[config.mk]
export PLATFORM = sky130hd
export DESIGN_NAME = chip8_sound_ctrl_flat
export DESIGN_NICKNAME = d
export VERILOG_FILES = /design/src/rtl/chip8_sound_ctrl_if.sv /design/src/rtl/chip8_sound_ctrl.sv /design/src/flat_wrapper.sv
export SDC_FILE = /design/constraint.sdc
export NUM_CORES = 1
export LEC_CHECK = 0
export BUFFER_PORTS_ARGS = -buffer_cell sky130_fd_sc_hd__buf_2
export CORE_MARGIN = 4
export CORE_UTILIZATION = 35
export DETAILED_ROUTE_END_ITERATION = 12
export GPL_ROUTABILITY_DRIVEN = 0
export PLACE_DENSITY_LB_ADDON = 0.1
export SYNTH_ARGS = -nofsm -noshare
export SYNTH_HDL_FRONTEND = slang
export SYNTH_SLANG_ARGS = --single-unit
[constraint.sdc]
create_clock -name clk_in -period 2.05 [get_ports clk_in]
set_input_delay 0.3075 -clock clk_in [delete_from_list [all_inputs] [get_ports clk_in]]
set_output_delay 0.3075 -clock clk_in [all_outputs]
set_load 0.005 [all_outputs]
[src/rtl/chip8_sound_ctrl_if.sv]
// chip8_sound_ctrl_if: CPU-side sound writes and the drive toward chip8_audio.
interface chip8_sound_ctrl_if;
    logic       st_wr_in;
    logic [7:0] st_data_in;
    logic       cfg_wr_in;
    logic [1:0] cfg_timbre_in;
    logic [9:0] cfg_tone_in;
    logic [2:0] cfg_vol_in;
    logic       tick_60_out;
    logic [7:0] st_out;
    logic       active_out;
    logic [1:0] timbre_out;
    logic [9:0] tone_out;
    logic [2:0] vol_out;

    modport master (
        output st_wr_in, st_data_in, cfg_wr_in, cfg_timbre_in, cfg_tone_in, cfg_vol_in,
        input  tick_60_out, st_out, active_out, timbre_out, tone_out, vol_out
    );

    modport slave (
        input  st_wr_in, st_data_in, cfg_wr_in, cfg_timbre_in, cfg_tone_in, cfg_vol_in,
        output tick_60_out, st_out, active_out, timbre_out, tone_out, vol_out
    );
endinterface

[src/rtl/chip8_sound_ctrl.sv]
// chip8_sound_ctrl: CHIP-8 sound timer, 60 Hz tick and buzzer volume sequencer.
// Build option: define CHIP8_SOUND_RAMP_EN for the click-free attack/release volume ramp.
module chip8_sound_ctrl #(
`ifdef CHIP8_SOUND_RAMP_EN
    parameter int         RAMP_DIV   = 16_384,
`endif
    parameter int         TICK_DIV   = 1_237_500,
    parameter logic [1:0] DEF_TIMBRE = 2'd2,
    parameter logic [9:0] DEF_TONE   = 10'd750,
    parameter logic [2:0] DEF_VOL    = 3'd2
) (
    input logic               clk_in,
    input logic               rst_n_in,
    chip8_sound_ctrl_if.slave bus
);
    localparam int DW = $clog2(TICK_DIV);

`ifdef CHIP8_SOUND_RAMP_EN
    localparam int RW = RAMP_DIV > 1 ? $clog2(RAMP_DIV) : 1;
    typedef enum logic [1:0] {IDLE, ATTACK, SUSTAIN, RELEASE} state_t;
    logic [RW-1:0] rc, rc_n;
    logic          expire;
`else
    typedef enum logic [1:0] {IDLE = 2'd0, SUSTAIN = 2'd2} state_t;
`endif

    state_t        state, state_n;
    logic [DW-1:0] div;
    logic          tick;
    logic [7:0]    st;
    logic [1:0]    timbre;
    logic [9:0]    tone;
    logic [2:0]    vol_t, vol, vol_n;

    assign tick = div == DW'(TICK_DIV - 1);

    // Free-running 60 Hz divider; CPU writes never disturb it.
    always_ff @(posedge clk_in or negedge rst_n_in)
        if (!rst_n_in) div <= '0;
        else div <= tick ? '0 : div + 1'b1;

    // Sound timer: a CPU load beats a coincident tick, otherwise count down to 0.
    always_ff @(posedge clk_in or negedge rst_n_in)
        if (!rst_n_in) st <= '0;
        else if (bus.st_wr_in) st <= bus.st_data_in;
        else if (tick && st != 8'd0) st <= st - 8'd1;

    // Sound configuration, loaded as one unit.
    always_ff @(posedge clk_in or negedge rst_n_in)
        if (!rst_n_in) begin
            timbre <= DEF_TIMBRE;
            tone   <= DEF_TONE;
            vol_t  <= DEF_VOL;
        end else if (bus.cfg_wr_in) begin
            timbre <= bus.cfg_timbre_in;
            tone   <= bus.cfg_tone_in;
            vol_t  <= bus.cfg_vol_in;
        end

`ifdef CHIP8_SOUND_RAMP_EN
    assign expire = rc == RW'(RAMP_DIV - 1);

    // Envelope: ramp up toward the target, track it, ramp down to silence.
    always_comb begin
        state_n = state;
        vol_n   = vol;
        case (state)
            IDLE:    if (st != 8'd0) state_n = ATTACK;
            ATTACK:  if (st == 8'd0) state_n = RELEASE;
                     else if (vol >= vol_t) begin
                         vol_n   = vol_t;
                         state_n = SUSTAIN;
                     end else if (expire) vol_n = vol + 3'd1;
            SUSTAIN: begin
                         vol_n = vol_t;
                         if (st == 8'd0) state_n = RELEASE;
                     end
            RELEASE: if (st != 8'd0) state_n = ATTACK;
                     else if (vol == 3'd0) state_n = IDLE;
                     else if (expire) begin
                         vol_n = vol - 3'd1;
                         if (vol == 3'd1) state_n = IDLE;
                     end
            default: state_n = IDLE;
        endcase
        rc_n = (state_n != state || expire) ? '0 : rc + 1'b1;
    end

    // Envelope state, ramped volume and step timer.
    always_ff @(posedge clk_in or negedge rst_n_in)
        if (!rst_n_in) begin
            state <= IDLE;
            vol   <= '0;
            rc    <= '0;
        end else begin
            state <= state_n;
            vol   <= vol_n;
            rc    <= rc_n;
        end
`else
    // Gate only: sound on whenever ST is running, volume jumps straight to target.
    always_comb begin
        state_n = st != 8'd0 ? SUSTAIN : IDLE;
        vol_n   = state_n == SUSTAIN ? vol_t : 3'd0;
    end

    // Gate state and output volume.
    always_ff @(posedge clk_in or negedge rst_n_in)
        if (!rst_n_in) begin
            state <= IDLE;
            vol   <= '0;
        end else begin
            state <= state_n;
            vol   <= vol_n;
        end
`endif

    assign bus.tick_60_out = tick;
    assign bus.st_out      = st;
    assign bus.active_out  = state != IDLE;
    assign bus.timbre_out  = timbre;
    assign bus.tone_out    = tone;
    assign bus.vol_out     = vol;
endmodule

[src/flat_wrapper.sv]
// flat-port wrapper written by rule: the top's interface ports become plain ports
module chip8_sound_ctrl_flat 
#(

    parameter int         TICK_DIV   = 1_237_500,
    parameter logic [1:0] DEF_TIMBRE = 2'd2,
    parameter logic [9:0] DEF_TONE   = 10'd750,
    parameter logic [2:0] DEF_VOL    = 3'd2
)
  (clk_in, rst_n_in, bus_st_wr_in, bus_st_data_in, bus_cfg_wr_in, bus_cfg_timbre_in, bus_cfg_tone_in, bus_cfg_vol_in, bus_tick_60_out, bus_st_out, bus_active_out, bus_timbre_out, bus_tone_out, bus_vol_out);
  chip8_sound_ctrl_if bus_i ();
  input logic clk_in;
  input logic rst_n_in;
  input wire logic [$bits(bus_i.st_wr_in)-1:0] bus_st_wr_in;
  input wire logic [$bits(bus_i.st_data_in)-1:0] bus_st_data_in;
  input wire logic [$bits(bus_i.cfg_wr_in)-1:0] bus_cfg_wr_in;
  input wire logic [$bits(bus_i.cfg_timbre_in)-1:0] bus_cfg_timbre_in;
  input wire logic [$bits(bus_i.cfg_tone_in)-1:0] bus_cfg_tone_in;
  input wire logic [$bits(bus_i.cfg_vol_in)-1:0] bus_cfg_vol_in;
  output wire logic [$bits(bus_i.tick_60_out)-1:0] bus_tick_60_out;
  output wire logic [$bits(bus_i.st_out)-1:0] bus_st_out;
  output wire logic [$bits(bus_i.active_out)-1:0] bus_active_out;
  output wire logic [$bits(bus_i.timbre_out)-1:0] bus_timbre_out;
  output wire logic [$bits(bus_i.tone_out)-1:0] bus_tone_out;
  output wire logic [$bits(bus_i.vol_out)-1:0] bus_vol_out;
  assign bus_i.st_wr_in = bus_st_wr_in;
  assign bus_i.st_data_in = bus_st_data_in;
  assign bus_i.cfg_wr_in = bus_cfg_wr_in;
  assign bus_i.cfg_timbre_in = bus_cfg_timbre_in;
  assign bus_i.cfg_tone_in = bus_cfg_tone_in;
  assign bus_i.cfg_vol_in = bus_cfg_vol_in;
  assign bus_tick_60_out = bus_i.tick_60_out;
  assign bus_st_out = bus_i.st_out;
  assign bus_active_out = bus_i.active_out;
  assign bus_timbre_out = bus_i.timbre_out;
  assign bus_tone_out = bus_i.tone_out;
  assign bus_vol_out = bus_i.vol_out;
  chip8_sound_ctrl #(.TICK_DIV(TICK_DIV), .DEF_TIMBRE(DEF_TIMBRE), .DEF_TONE(DEF_TONE), .DEF_VOL(DEF_VOL)) u_core (.clk_in(clk_in), .rst_n_in(rst_n_in), .bus(bus_i));
endmodule
# [After elaboration in Yosys (flattened, before gate mapping)]
# Cells that the tools add are included.
[word_totals] regBits=49 in_bits=27 output_inout_bits=25
[op_classes] muxes=5 n_eq_ne=2 n_reduce_logical=4 addsub=2
[op_table] cell="$add A21 B1 Y21 const B" n=1
[op_table] cell="$eq A21 B21 Y1 const B" n=1
[op_table] cell="$mux W21" n=1
[op_table] cell="$mux W8" n=2
[op_table] cell="$reduce_bool A8 Y1" n=1
[op_table] cell="$sub A8 B1 Y8 const B" n=1
[op_table] cell="$reduce_bool A2 Y1" n=2
[op_table] cell="$mux W3" n=1
[op_table] cell="$eq A2 B2 Y1 const B" n=1
[op_table] cell="$mux W2" n=1
[op_table] cell="$logic_and A1 B1 Y1" n=1

# [Longest topological paths before layout]
# Gate-level depths: netlist of run 1.
[logic_depth] ltp_word=4 ltp_mapped=7 mapped_depth_nobuf=7

# [Worst setup path before layout of run 1]
# OpenSTA, ideal clock, no wires.
[synth_timing] path_type="reg-to-output" from="register u_core.div[0]" to="output bus_tick_60_out" t_required_ps=1742 arrival_ps=1533 path_stages_with_launch=7 setup_slack_ps=209 cell_sequence="dfrtp_1 ha_1 nor4bb_1 nand2_1 clkbuf_1 nor2_1 buf_2"
[synth_via] elab_chain_len=1
[synth_rtl] item="from (decl)" line_no="chip8_sound_ctrl.sv:28" source="logic [DW-1:0] div;"
[synth_rtl] item="from (signal assigned)" line_no="chip8_sound_ctrl.sv:40" source="else div <= tick ? '0 : div + 1'b1;"
[synth_rtl] item="$eq A21 B21 Y1" line_no="chip8_sound_ctrl.sv:35" source="assign tick = div == DW'(TICK_DIV - 1);"
[synth_rtl] item="to (decl)" line_no="flat_wrapper.sv:20" source="output wire logic [$bits(bus_i.tick_60_out)-1:0] bus_tick_60_out;"
# No other way between the ends.

# [Worst setup path after layout of run 1]
[layout_timing] from="register u_core.div[0]" to="register u_core.st[1], in the netlist u_core.bus.st_out[1]"
[layout_via] elab_chain_len=3
[layout_rtl] item="$eq A21 B21 Y1" line_no="chip8_sound_ctrl.sv:35"
[layout_rtl] item="$logic_and A1 B1 Y1" line_no="chip8_sound_ctrl.sv:46" source="else if (tick && st != 8'd0) st <= st - 8'd1;"
[layout_rtl] item="$reduce_bool A2 Y1 (no source line)"
[layout_rtl] item="to (signal assigned)" line_no="chip8_sound_ctrl.sv:45" source="else if (bus.st_wr_in) st <= bus.st_data_in;"
[layout_rtl] item="to (signal assigned)" line_no="chip8_sound_ctrl.sv:46"
[layout_rtl] item="to (decl)" line_no="chip8_sound_ctrl.sv:30" source="logic [7:0] st;"
# No other way between the ends.
# A chain may end at the register's enable or synchronous reset.

==> flow_summary.toml, run 1 <==
[place]
dpl_hpwl_mm = 3.96
io_buffers = 51
post-place-ws_ns = 0.127

[power]
pwr_density_cell_nw_per_um2 = 702
intPower_w = 0.00161
static-leakage-power_nw = 1.24
p_clk_share_pct = 39.3
netSwitchingPower_w = 0.000464
power_frac_seq_pct = 50.5
power_frac_comb_pct = 10.1
power_switching_share_pct = 22.3
irDropWorstVdd_mv = 0.373
total_power_w = 0.00208

[routing]
final_ant_viol_nets = 0
detail_route.vias_per_cell = 5.24
num_vias = 1893
wl_per_cell_um = 15.0
drc_errors = 0
routed_wirelength_mm = 5.41
drt-pass1-iter-count = 4
violation_count_after_the_first_detailed_route_iteration = 57

[sta]
final.setup.worst_slack_ns = 0.0551
finClkSkew_ns = 0.00941
final-hold-violation-count = 0
final_max_slew_viol_count = 0
fin_crit_sh_pct = 97.3
fin_tns_setup_ns = 0
setup_viol_count_final = 0
fmax_mhz = 501
max-slew-margin-rel_pct = 67.3
worst_slew_pin_slew_ns = 0.491
period_minus_slack_ns = 1.99

[clocking]
insertion_delay_ns = 0.30
tritoncts = "built"
root_buffer = "clkbuf_8"
cts.sink_count = 48
clock_tree.htree_level_count = 2
cts_made_buffers = 5
clock_tree.buffer_depth = 2
cts.reportedPaths.clkPinSlew_ns = 0.09

[critical_path]
cpPeakStageDelay_ns = 0.40
critical_path_required_ns = 2.21
timing.critical_path.from_type = "register"
worst-setup-path-type = "register to register"
critical_path.endpoint_type = "register"
crit_chain = "ha_1, nor4bb_1, nand2_1, buf_4, buf_4, o311ai_0, o311ai_0"
slowest_stage = "dfrtp_1"
data_arrival_critical_path_ns = 2.15
crit_fanout = 7
worstRegToRegCells = 7

[logic_synthesis]
synth_edf_count = 0
ys_seq_area_share_pct = 52.0
synthesis.nets = 244
total_of_flip_flops_plus_latches_after_synthesis = 48
synthCells = 215
ffs_w_async_s_r_synth_pct = 100
synth_flop_cell = "dfrtp_1"
synth_cell_type_count = 43
synthesis.area_per_instance_um2 = 10.8
netlist_area_um2 = 2330
yosys_warning_total = 0

[die]
chipHeight_um = 89.6
floorplan.initialDensity_pct = 36.3
design.die.area_um2 = 8030
design.core.area_um2 = 6420
die_x_um = 89.6
fp-row-count = 29
ioPinCount = 52

[worst_hold_path]
min-delay-path-class = "primary input to register"
holdPathStages = 2

[grt]
number_of_antenna_violations_at_the_first_check_in_global_routing = 0
busiest_layer = "met2"
grt_overflow = 0
grt_pass1_wl_mm = 8.90
grt.met3_usage_pct = 3.19
grt.met2_usage_pct = 22.6
met1_usage_pct = 19.8
via_count_of_the_first_global_routing_pass = 1773
groute.usage.overall_pct = 14.4
maximum_number_of_pins_on_one_net_before_global_route_repair = 30

[cells_and_area]
antenna_cells = 0
layout_common_cells = "buf_2 (51), dfrtp_1 (36), mux2_2 (15)"
fill_count = 624
layout-drive-gt1-share_pct = 40.5
layout.cells.most_common = "buf_2"
area_delta_synth_final_pct = 26.9
fin_nets = 312

[flow_run]
timing.max_cap.violations = 0

[outcome]
outcome = "complete, no violations"
[through the flow]
step	hold slack, ns	std cells	util, %	cell area [µm²]
after floorplan	0.0119	215	-	2330
final	0.231	361	46.1	2960
after global routing	0.210	361	46.1	2960
after global placement	0.300	351	43.2	2780
after CTS	0.216	360	45.5	2920
after detailed placement	0.308	351	43.2	2780
[critical path, delay by kind of cell, from the launching register on]
family	cells	cell delay [ns]
buf+inv	2	0.32
fa+ha+maj	1	0.18
simple gates	2	0.47
flops	1	0.40
compound gates	2	0.49
[cells in the mapped netlist (all sizes together) (2+ instances only)]
cell / number / share of area (%)
and2: 4 / 1.1
o211ai: 4 / 1.3
o31ai: 3 / 0.97
a22oi: 2 / 0.64
o21ai: 3 / 0.64
xor2: 6 / 2.3
mux2: 15 / 7.2
nor4: 6 / 1.9
nor2: 13 / 2.1
nor3: 6 / 1.8
xnor2: 8 / 3.0
or3: 6 / 1.6
dfrtp: 39 / 42
a21oi: 5 / 1.1
and3: 5 / 1.3
nand4: 10 / 2.7
dfstp: 9 / 10
nand2: 13 / 2.1
buf: 3 / 0.64
ha: 2 / 1.1
or2: 2 / 0.54
o311ai: 4 / 1.5
nand3: 16 / 3.9
inv: 8 / 1.3
clkbuf: 4 / 0.64
nor2b: 4 / 1.1
or4: 4 / 1.6
[state kept, by name, indices dropped and copies added, names as in the netlist]
register               cells
u_core.bus.timbre_out      2
u_core.bus.st_out          8
u_core.vol_t               3
u_core.bus.vol_out         3
u_core.div                21
u_core.bus.tone_out       10
u_core.state               1
[path summary, 6_finish.rpt]
check	slack, ns	end	startpoint
hold / removal	0.23	u_core.vol_t[2]	bus_cfg_vol_in[2]
setup / recovery	0.06	u_core.bus.st_out[1]	u_core.div[0]
max in group asynchronous	0.96	u_core.bus.tone_out[1]	rst_n_in
setup reg to reg	0.06	u_core.bus.st_out[1]	u_core.div[0]
min in group asynchronous	0.49	u_core.bus.st_out[3]	rst_n_in
hold reg to reg	0.48	u_core.bus.vol_out[0]	u_core.vol_t[0]
[routing by layer]
metal	part of all wire, %	vias to the layer above
met2	48	36
met5	0	-
met4	0.50	0
met1	47	923
met3	4.7	4
li1	-	930
[what timing repair did]
| item | in CTS | in global routing |
|---|---|---|
| cloned | 0 | 0 |
| hold endpoints to repair | 19 | 0 |
| pin swaps | 0 | 4 |
| hold buffers | 1 | 0 |
| gates resized for setup | 1 | 9 |
| endpoints found under the setup margin | 1 | 3 |
| buffers inserted | 0 | 1 |
[kinds of logic after synthesis]
kind of cell / share of synthesized area [%]
flip-flops: 52.0
AND/OR/NAND/NOR: 23.7
multiplexers: 7.25
adder cells (fa/ha/maj): 1.07
XOR/XNOR: 5.26
AO/OA/AOI/OAI: 8.16
buffers and inverters: 2.58
[area by class of cell]
class / instances / area, µm² / share of cell area [%]
Sequential cell: 48 / 1220 / 41.1
Multi-Input combinational cell: 152 / 1080 / 36.6
Timing Repair Buffer: 68 / 402 / 13.6
Tap cell: 77 / 96.3 / 3.26
Clock buffer: 6 / 72.6 / 2.45
Clock inverter: 2 / 60.1 / 2.03
Inverter: 8 / 30.0 / 1.01
[power by group through the flow]
stage | combinational (W) | sequential (W) | clock, W
after global routing | 0.000237 | 0.00106 | 0.000882
after detailed placement | 0.000213 | 0.00107 | 0
after global placement | 0.000214 | 0.00107 | 0
final | 0.000210 | 0.00105 | 0.000817
after floorplan | 0.0000899 | 0.00107 | 0
after CTS | 0.000216 | 0.00105 | 0.000842
No activity file was read; power rests on OpenSTA's default activity.
==> run 2, diff against run 1 <==
--- a/config.mk
+++ b/config.mk
@@ -6,8 +6,10 @@
 export NUM_CORES = 1
 export LEC_CHECK = 0
 export BUFFER_PORTS_ARGS = -buffer_cell sky130_fd_sc_hd__buf_2
+export CORE_ASPECT_RATIO = 0.75
 export CORE_MARGIN = 4
 export CORE_UTILIZATION = 35
+export CTS_CLUSTER_SIZE = 10
 export DETAILED_ROUTE_END_ITERATION = 12
 export GPL_ROUTABILITY_DRIVEN = 0
 export PLACE_DENSITY_LB_ADDON = 0.1
==> flow_summary.toml, run 2 (synthesis results as in run 1) <==
[clocking]
insertion_delay_ns = 0.30
clock_tree.buffer_depth = 2
cts.reportedPaths.clkPinSlew_ns = 0.09
cts.sink_count = 48
cts_made_buffers = 5
root_buffer = "clkbuf_8"
clock_tree.htree_level_count = 2
tritoncts = "built"

[flow_run]
timing.max_cap.violations = 0

[sta]
final-hold-violation-count = 0
fin_crit_sh_pct = 94.7
final_max_slew_viol_count = 0
rsz0062_at_grt = "false"
worst_slew_pin_slew_ns = 0.476
max-slew-margin-rel_pct = 68.3
fin_tns_setup_ns = 0
period_minus_slack_ns = 1.94
final.hold.worst_slack_ns = 0.232
fmax_mhz = 515
setup_viol_count_final = 0
finClkSkew_ns = 0.00469

[critical_path]
worst-setup-path-type = "register to output port"
critical_path.reg2reg.startpoint = "u_core.bus.st_out[0]"
critical_path.endpoint_type = "output port"
data_arrival_critical_path_ns = 1.63
reg2reg_slack_ns = 0.13
crit_fanout = 6
cp-startpoint = "u_core.div[3]"
critical_path_required_ns = 1.74
timing.critical_path.from_type = "register"
worstRegToRegCells = 7

[die]
ioPinCount = 52
design.die.area_um2 = 8040
design.core.area_um2 = 6380
fp-row-count = 25
chipHeight_um = 78.7
floorplan.initialDensity_pct = 36.5
die_x_um = 102

[power]
irDropWorstVdd_mv = 0.441
static-leakage-power_nw = 1.24
intPower_w = 0.00149
power_frac_comb_pct = 10.4
pwr_density_cell_nw_per_um2 = 668
power_frac_seq_pct = 53.6
netSwitchingPower_w = 0.000475
p_clk_share_pct = 36.0
total_power_w = 0.00196
power_switching_share_pct = 24.2

[routing]
routed_wirelength_mm = 5.58
drc_errors = 0
wl_per_cell_um = 15.3
final_ant_viol_nets = 0
violation_count_after_the_first_detailed_route_iteration = 71
num_vias = 1894
detail_route.vias_per_cell = 5.19
drt-pass1-iter-count = 4

[cells_and_area]
post-route-util_pct = 46.1
layout.cells.most_common = "buf_2"
layout_common_cells = "buf_2 (51), dfrtp_1 (38), mux2_2 (15), buf_4 (15), nand3_1 (14)"
area_delta_synth_final_pct = 26.2
fin_nets = 312
fill_count = 634
design_area_um2 = 2940
largest_register_ffs = 21
registers.top_by_ff_count = "u_core.div"
layout-drive-gt1-share_pct = 39.4
antenna_cells = 0

[grt]
via_count_of_the_first_global_routing_pass = 1893
grt_pass1_wl_mm = 9.65
maximum_number_of_pins_on_one_net_before_global_route_repair = 31
number_of_antenna_violations_at_the_first_check_in_global_routing = 0
grt_overflow = 0
groute.usage.overall_pct = 15.3

[worst_hold_path]
min-delay-path-class = "primary input to register"
holdPathStages = 2
hold_startpoint = "bus_cfg_tone_in[3]"

[outcome]
outcome = "complete, no violations"

[place]
io_buffers = 51
postPlaceCellArea_um2 = 2780
dpl_hpwl_mm = 4.15
[run 2: changes by cell type in the layout (fill, tap and decap cells not counted), sizes merged]
| cell | delta |
|---|---|
| clkbuf | -1 |
| inv | +1 |
| bufinv | -1 |
| clkinvlp | +1 |
[run 2: critical path, cell delays in order, from the launching register on]
cell and delay [ns]:
dfrtp_1 0.47, and3_1 0.27, nand4_1 0.18, nor2_1 0.13, buf_4 0.16, buf_2 0.12
[run 2: metrics by stage]
step | instances | worst slack (ns)
2_1_floorplan | 215 | 0.209
3_3_place_gp | 355 | 0.140
3_5_place_dp | 355 | 0.115
4_1_cts | 365 | 0.0685
5_1_grt | 365 | 0.00208
6_report | 365 | 0.109
[run 2: area by class of cell]
type	instances	area, µm²	share of cell area (%)
Inverter	8	30.0	1.02
Clock inverter	3	46.3	1.57
Timing Repair Buffer	68	398	13.5
Sequential cell	48	1210	41.2
Clock buffer	5	68.8	2.34
Tap cell	81	101	3.44
Multi-Input combinational cell	152	1080	36.9
[run 2: timing repair]
action                                  4_1_cts  5_1_grt
cloned                                        0        0
hold endpoints to repair                     17        0
buffers inserted                              1        0
pin swaps                                     1        0
gates resized for setup                       1        6
endpoints found under the setup margin        1        5
hold buffers                                  1        0
[run 2: final timing paths]
check / endpoint
hold / removal: u_core.bus.tone_out[3]
hold reg to reg: u_core.bus.vol_out[0]
setup reg to reg: u_core.bus.st_out[1]
min in group asynchronous: u_core.div[8]
max in group asynchronous: u_core.bus.timbre_out[1]
setup / recovery: bus_tick_60_out
[run 2: metal layers]
metal,share of wire (%),vias to the layer above,track usage [%]
met1,51,914,23.4
met3,6.4,5,3.82
met5,0,-,0
met4,0.79,0,3.15
met2,41,49,21.5
li1,-,926,-
[run 2: power groups by stage]
stage | clock, W | combinational (W) | sequential (W)
2_1_floorplan | 0 | 0.0000899 | 0.00107
3_3_place_gp | 0 | 0.000208 | 0.00107
3_5_place_dp | 0 | 0.000208 | 0.00107
4_1_cts | 0.000731 | 0.000209 | 0.00105
5_1_grt | 0.000776 | 0.000234 | 0.00106
6_report | 0.000707 | 0.000204 | 0.00105
